## src/rtl/hydra_rd_sink_if.sv

```systemverilog
// Read-lane handshake between one hydra output port and its packet sink.
interface hydra_rd_sink_if;
    logic        ready;
    logic        rd_sop;
    logic        rd_eop;
    logic        rd_vld;
    logic [15:0] rd_data;

    modport master (input ready, output rd_sop, rd_eop, rd_vld, rd_data);
    modport slave  (output ready, input rd_sop, rd_eop, rd_vld, rd_data);
endinterface

```

## src/rtl/hydra_rd_sink.sv

```systemverilog
// Requests, parses and checks packets on one hydra read lane and keeps statistics.
// Payload sequence checking is compiled in only with `define HYDRA_RD_SINK_SEQCHK_EN.
module hydra_rd_sink #(
    parameter int unsigned PORT_ID = 0,
    parameter int unsigned GAP     = 0,
    parameter int unsigned TIMEOUT = 1023
) (
    input  logic           clk,
    input  logic           rst,
    input  logic           enable,
    hydra_rd_sink_if.slave rd,
    output logic [15:0]    pkt_cnt,
    output logic [15:0]    err_cnt,
    output logic [4:0]     err_flags,
    output logic [1:0]     last_prio,
    output logic           busy
);

    localparam logic [1:0]  DEST_ID = 2'(PORT_ID);
    localparam logic [7:0]  GAP_CYC = 8'(GAP);
    localparam logic [15:0] TMO_CYC = 16'(TIMEOUT);

    typedef enum logic [2:0] {IDLE, REQ, WAIT, HDR, PAY, GAPW} state_t;

    state_t      state, state_nx;
    logic [15:0] tmo_cnt, tmo_cnt_nx;
    logic [7:0]  gap_cnt, gap_cnt_nx;
    logic [8:0]  word_cnt, word_cnt_nx, word_cnt_inc;
    logic [8:0]  exp_len, exp_len_nx;
    logic        pkt_err, pkt_err_nx;
    logic        hdr_take, seq_bad, len_bad, dest_bad;
    logic        pkt_inc, err_inc;
    logic [4:0]  flags_set;
    logic        any_evt;
    logic        unused_rsvd;

    function automatic logic [15:0] sat_inc16(input logic [15:0] v);
        return (v == 16'hFFFF) ? v : v + 16'd1;
    endfunction

    function automatic logic [8:0] sat_inc9(input logic [8:0] v);
        return (v == 9'h1FF) ? v : v + 9'd1;
    endfunction

    // Header bits [15:12] are reserved and deliberately ignored.
    assign unused_rsvd  = ^rd.rd_data[15:12];
    assign any_evt      = rd.rd_sop | rd.rd_eop | rd.rd_vld;
    assign word_cnt_inc = rd.rd_vld ? sat_inc9(word_cnt) : word_cnt;
    assign len_bad      = (word_cnt_inc != exp_len);
    assign dest_bad     = (rd.rd_data[1:0] != DEST_ID);
    assign exp_len_nx   = hdr_take ? ({1'b0, rd.rd_data[11:4]} + 9'd1) : exp_len;

`ifdef HYDRA_RD_SINK_SEQCHK_EN
    logic [15:0] exp_word, exp_word_nx;

    assign seq_bad = (state == PAY) && !rd.rd_sop && rd.rd_vld && (rd.rd_data != exp_word);

    always_comb begin
        exp_word_nx = exp_word;
        if (hdr_take)
            exp_word_nx = 16'd1;
        else if ((state == PAY) && rd.rd_vld)
            exp_word_nx = exp_word + 16'd1;
    end

    always_ff @(posedge clk) begin
        exp_word <= exp_word_nx;
    end
`else
    assign seq_bad = 1'b0;
`endif

    always_comb begin
        state_nx    = state;
        tmo_cnt_nx  = tmo_cnt;
        gap_cnt_nx  = gap_cnt;
        word_cnt_nx = word_cnt;
        pkt_err_nx  = pkt_err;
        hdr_take    = 1'b0;
        pkt_inc     = 1'b0;
        err_inc     = 1'b0;
        flags_set   = '0;
        unique case (state)
            IDLE: begin
                flags_set[3] = any_evt;
                if (enable)
                    state_nx = REQ;
            end
            REQ: begin
                flags_set[3] = any_evt;
                tmo_cnt_nx   = '0;
                state_nx     = WAIT;
            end
            WAIT: begin
                if (rd.rd_sop) begin
                    flags_set[3] = rd.rd_eop;
                    pkt_err_nx   = 1'b0;
                    hdr_take     = rd.rd_vld;
                    state_nx     = HDR;
                end else begin
                    flags_set[3] = rd.rd_vld | rd.rd_eop;
                    if (tmo_cnt == TMO_CYC) begin
                        flags_set[4] = 1'b1;
                        err_inc      = 1'b1;
                        state_nx     = enable ? REQ : IDLE;
                    end else begin
                        tmo_cnt_nx = tmo_cnt + 16'd1;
                    end
                end
            end
            HDR: begin
                if (rd.rd_sop) begin
                    flags_set[3] = 1'b1;
                    err_inc      = 1'b1;
                    pkt_err_nx   = 1'b0;
                    hdr_take     = rd.rd_vld;
                end else if (rd.rd_eop) begin
                    flags_set[3] = 1'b1;
                    err_inc      = 1'b1;
                    gap_cnt_nx   = '0;
                    state_nx     = GAPW;
                end else begin
                    hdr_take = rd.rd_vld;
                end
            end
            PAY: begin
                if (rd.rd_sop) begin
                    flags_set[3] = 1'b1;
                    err_inc      = 1'b1;
                    pkt_err_nx   = 1'b0;
                    hdr_take     = rd.rd_vld;
                    state_nx     = HDR;
                end else begin
                    // A word arriving with rd_eop is counted before the length verdict.
                    word_cnt_nx  = word_cnt_inc;
                    flags_set[1] = seq_bad;
                    pkt_err_nx   = pkt_err | seq_bad;
                    if (rd.rd_eop) begin
                        flags_set[0] = len_bad;
                        if (pkt_err | seq_bad | len_bad)
                            err_inc = 1'b1;
                        else
                            pkt_inc = 1'b1;
                        gap_cnt_nx = '0;
                        state_nx   = GAPW;
                    end
                end
            end
            GAPW: begin
                flags_set[3] = any_evt;
                if (gap_cnt == GAP_CYC)
                    state_nx = enable ? REQ : IDLE;
                else
                    gap_cnt_nx = gap_cnt + 8'd1;
            end
            default: state_nx = IDLE;
        endcase
        if (hdr_take) begin
            state_nx     = PAY;
            word_cnt_nx  = '0;
            pkt_err_nx   = dest_bad;
            flags_set[2] = dest_bad;
        end
    end

    always_ff @(posedge clk) begin
        if (rst) begin
            state     <= IDLE;
            rd.ready  <= 1'b0;
            busy      <= 1'b0;
            tmo_cnt   <= '0;
            gap_cnt   <= '0;
            word_cnt  <= '0;
            pkt_err   <= 1'b0;
            pkt_cnt   <= '0;
            err_cnt   <= '0;
            err_flags <= '0;
            last_prio <= '0;
        end else begin
            state     <= state_nx;
            rd.ready  <= (state_nx == REQ);
            busy      <= (state_nx != IDLE);
            tmo_cnt   <= tmo_cnt_nx;
            gap_cnt   <= gap_cnt_nx;
            word_cnt  <= word_cnt_nx;
            pkt_err   <= pkt_err_nx;
            err_flags <= err_flags | flags_set;
            if (pkt_inc)
                pkt_cnt <= sat_inc16(pkt_cnt);
            if (err_inc)
                err_cnt <= sat_inc16(err_cnt);
            if (hdr_take)
                last_prio <= rd.rd_data[3:2];
        end
    end

    always_ff @(posedge clk) begin
        exp_len <= exp_len_nx;
    end

endmodule

```

## src/flat_wrapper.sv

```systemverilog
// flat-port wrapper written by rule: the top's interface ports become plain ports
module hydra_rd_sink_flat 
#(
    parameter int unsigned PORT_ID = 0,
    parameter int unsigned GAP     = 0,
    parameter int unsigned TIMEOUT = 1023
)
  (clk, rst, enable, pkt_cnt, err_cnt, err_flags, last_prio, busy, rd_ready, rd_rd_sop, rd_rd_eop, rd_rd_vld, rd_rd_data);
  hydra_rd_sink_if rd_i ();
  input  logic clk;
  input  logic rst;
  input  logic enable;
  output logic [15:0] pkt_cnt;
  output logic [15:0] err_cnt;
  output logic [4:0] err_flags;
  output logic [1:0] last_prio;
  output logic busy;
  output wire logic [$bits(rd_i.ready)-1:0] rd_ready;
  input wire logic [$bits(rd_i.rd_sop)-1:0] rd_rd_sop;
  input wire logic [$bits(rd_i.rd_eop)-1:0] rd_rd_eop;
  input wire logic [$bits(rd_i.rd_vld)-1:0] rd_rd_vld;
  input wire logic [$bits(rd_i.rd_data)-1:0] rd_rd_data;
  assign rd_ready = rd_i.ready;
  assign rd_i.rd_sop = rd_rd_sop;
  assign rd_i.rd_eop = rd_rd_eop;
  assign rd_i.rd_vld = rd_rd_vld;
  assign rd_i.rd_data = rd_rd_data;
  hydra_rd_sink #(.PORT_ID(PORT_ID), .GAP(GAP), .TIMEOUT(TIMEOUT)) u_core (.clk(clk), .rst(rst), .enable(enable), .rd(rd_i), .pkt_cnt(pkt_cnt), .err_cnt(err_cnt), .err_flags(err_flags), .last_prio(last_prio), .busy(busy));
endmodule
```

## config.mk

```make
export PLATFORM = sky130hd
export DESIGN_NAME = hydra_rd_sink_flat
export DESIGN_NICKNAME = d
export VERILOG_FILES = /design/src/rtl/hydra_rd_sink_if.sv /design/src/rtl/hydra_rd_sink.sv /design/src/flat_wrapper.sv
export SDC_FILE = /design/constraint.sdc
export NUM_CORES = 1
export LEC_CHECK = 0
export CORE_MARGIN = 2
export CORE_UTILIZATION = 55
export DETAILED_ROUTE_END_ITERATION = 10
export GPL_ROUTABILITY_DRIVEN = 0
export HOLD_SLACK_MARGIN = 0.05
export PLACE_DENSITY = 0.88
export REMOVE_ABC_BUFFERS = 1
export SETUP_SLACK_MARGIN = 0.1
export SYNTH_ARGS = -nofsm -noshare
export SYNTH_HDL_FRONTEND = slang
export SYNTH_SLANG_ARGS = --single-unit
```

## constraint.sdc

```tcl
create_clock -name clk -period 3.1 [get_ports clk]
set_input_delay 0.31 -clock clk [delete_from_list [all_inputs] [get_ports clk]]
set_output_delay 0.31 -clock clk [all_outputs]
set_load 0.02 [all_outputs]
```

==> results of run 1 <==
## critical path: cells and delay by family (launching register included)
| kind | cells | cell delay [ns] |
|---|---|---|
| flip-flops | 1 | 0.52 |
| AO/OA/AOI/OAI | 2 | 0.60 |
| AND/OR/NAND/NOR | 4 | 1.36 |
| multiplexers | 1 | 0.35 |
## final cells by class
cell class	count	area [µm²]
Fill cell	718	2900
Inverter	18	67.6
Timing Repair Buffer	77	728
Clock buffer	13	170
Tap cell	108	135
Multi-Input combinational cell	443	2860
Clock inverter	1	5.00
Sequential cell	86	1820
## worst max-delay path by stage
stage	end	slack [ns]	cells past startpoint
floorplan	u_core.err_cnt[11]	-0.23	8
global placement	u_core.err_cnt[11]	0.04	10
detailed placement	u_core.err_cnt[11]	-0.10	10
CTS	u_core.err_cnt[11]	0.1	9
global route	u_core.pkt_cnt[13]	0.04	9
finish	u_core.pkt_cnt[13]	0.17	7
## layer usage
metal | vias to the layer above | wire [µm]
met5 | - | 0
met4 | 0 | 99
met3 | 14 | 562
met2 | 154 | 5820
met1 | 2109 | 4850
li1 | 2189 | -
## stage by stage
stage | power (mW) | setup WS [ns] | setup TNS [ns] | hold WS [ns]
floorplan | 1.32 | -0.232 | -2.34 | 0.379
global route | 2.24 | 0.0424 | 0 | 0.172
finish | 2.15 | 0.173 | 0 | 0.175
CTS | 2.17 | 0.0970 | 0 | 0.159
detailed placement | 1.44 | -0.100 | -0.268 | 0.440
global placement | 1.43 | 0.0367 | 0 | 0.436
## kinds of logic (layout without fill, tap and decap cells)
logic type      count (synthesis)  in the layout  share of synthesized area
compound gates                 96             96                      0.133
xor+xnor                       40             40                     0.0718
fa+ha+maj                       7              7                     0.0179
buf+inv                        50            109                     0.0503
flops                          86             86                      0.371
mux                            27             27                     0.0608
other cells                     1              1                   0.000768
simple gates                  272            272                      0.294
## Yosys cell counts (5+ instances only)
library cell   n  area share
nand2_1       44       0.034
nand3_1       35       0.036
nor2_1        75       0.058
buf_2          7      0.0072
clkbuf_1      14       0.011
dfxtp_1       77        0.32
o31ai_1        6      0.0092
mux2_1         5       0.012
nand4_1       21       0.027
xor2_1        29       0.052
or4_1          8       0.012
and3_1        12       0.015
a31oi_1        6      0.0077
nand2b_1       7      0.0090
nor2b_1       23       0.029
edfxtp_1       9       0.055
xnor2_1       11       0.020
ha_1           7       0.018
or3_1          5      0.0064
mux2i_1        6       0.012
nor3_1        13       0.013
buf_4          7       0.011
a21oi_1       29       0.030
and4_1         6       0.011
a211oi_1      10       0.015
inv_1         18       0.014
mux2_2        16       0.037
o21ai_0       15       0.015
## timing repair
| action | CTS | global route |
|---|---|---|
| resized for setup | 2 | 7 |
| endpoints found under the hold margin | 0 | 0 |
| setup endpoints to repair | 2 | 12 |
## state kept, by name (all words and copies together) (netlist names)
signal / count
u_core.gap_cnt: 8
u_core.pkt_cnt: 16
u_core.err_flags: 4
u_core.state: 3
u_core.word_cnt: 9
u_core.pkt_err: 1
u_core.tmo_cnt: 16
u_core.err_cnt: 16
u_core.exp_len: 9
u_core.busy: 1
u_core.last_prio: 2
u_core.rd.ready: 1
## power breakdown
part	switching [mW]	internal, mW
clock network	0.378	0.353
registers	0.0224	1.15
logic	0.147	0.103
==> results.cfg, run 1 <==
[run_status]
outcome = complete, no violations

[final_layout]
areaGrowthSynthToFinish_pct = 18.4
layout_common_cells = nor2_1, dfxtp_1, clkdlybuf4s50_1, nand2_1, nand3_1
diodes = 0
nets = 664
mostFrequentLayoutCell = nor2_1
fin_cells = 746
fin_area_um2 = 5780
drive_above_1_share = 0.111
utilization = 0.666

[global_route]
antenna_found_initial = 0
grt_use_total = 0.236
use_met2 = 0.417
grt.met3_usage = 0.0458
grt-ovfl-total = 0
grt_use_met1 = 0.291
grt_max_degree = 65
grt_pass1_vias = 4320
grt_pass1_wl_mm = 19.2
grt-busiest-layer = met2

[worst_setup_path]
start_kind = flip-flop
ff2ff_setup_slack_ns = 0.17
cp.arrival_ns = 3.17
slowest_stage = dfxtp_1
r2r_cells = 7
r2r-start = u_core.word_cnt[5]
path_class = reg2reg
worstSetupEndpointType = flip-flop
critical_path.max_fanout = 21
max_stage_delay_ns = 0.52
crit_path_start = u_core.word_cnt[5]
crit_required_ns = 3.35
path_cells = nand3_1 > a311o_1 > a211oi_2 > nand4_1 > or3_4 > nor4b_1 > mux2_1
reg2reg_to = u_core.pkt_cnt[13]

[hold_path]
hold_class = in2reg
hold_depth = 2
hp-start = rst
hold_path_end = u_core.tmo_cnt[1]

[sta]
drv_slew = 0
hold_violations = 0
timing.fmax_ghz = 0.342
period_minus_slack_ns = 2.93
setup_violations = 0
relSlewSlack = 0.330
worst_pin_slew_ns = 1.00
finalCritPeriodShare = 0.944
rsz0062_at_grt = yes
skew_ns = 0.0107

[clock_network]
post_cts_buffers = 0
cts_tree = done
cts_buffers = 9
cts_root_buf = clkbuf_8
clkLatencyLatePin_ns = 0.35
path_clk_slew_ns = 0.09
postCtsHoldBufs = 0
clockBufferDepth = 2
clock_sinks = 86
cts.htree.levels = 3

[synth]
avgSynthCellArea_um2 = 8.43
synth.cell_area_um2 = 4880
synth_edf_count = 9
synth_cells = 579
synthDistinctLibCells = 70
ys_warn_count = 0
synth-main-ff-cell = dfxtp_1
yosys_register_bits = 86
synth-seq-area-share = 0.371
postSynth.asyncResetShare = 0

[die]
die_x_um = 98.2
ioPinCount = 63
die_area_um2 = 9640
initial_core_util = 0.562
coreArea_um2 = 8680
rows = 34
die_h_um = 98.2

[placement]
dpl.hpwl_mm = 7.88
portBuffers = 57
post_dp_cell_area_um2 = 5580
dp.cells = 732

[route]
dr.pass1.iters = 5
antenna_left = 0
wl_per_cell_um = 15.2
vias = 4466
drt_iter0_markers = 219
vias_per_cell = 5.99
wl_mm = 11.3
drc = 0

[pwr]
p_per_area_nw_per_um2 = 372
power_leakage_nw = 2.04
irDropWorstVdd_v = 0.000248

[job]
maxCapViolCount = 0
Note: power is estimated with default switching activity, not from simulation.
==> run 2: changes to the inputs <==
--- a/config.mk
+++ b/config.mk
@@ -16,3 +16,4 @@
 export SYNTH_ARGS = -nofsm -noshare
 export SYNTH_HDL_FRONTEND = slang
 export SYNTH_SLANG_ARGS = --single-unit
+export TNS_END_PERCENT = 100
==> results of run 2 <==
Same layout as run 1: the final DEF is identical, and so are final timing and power.
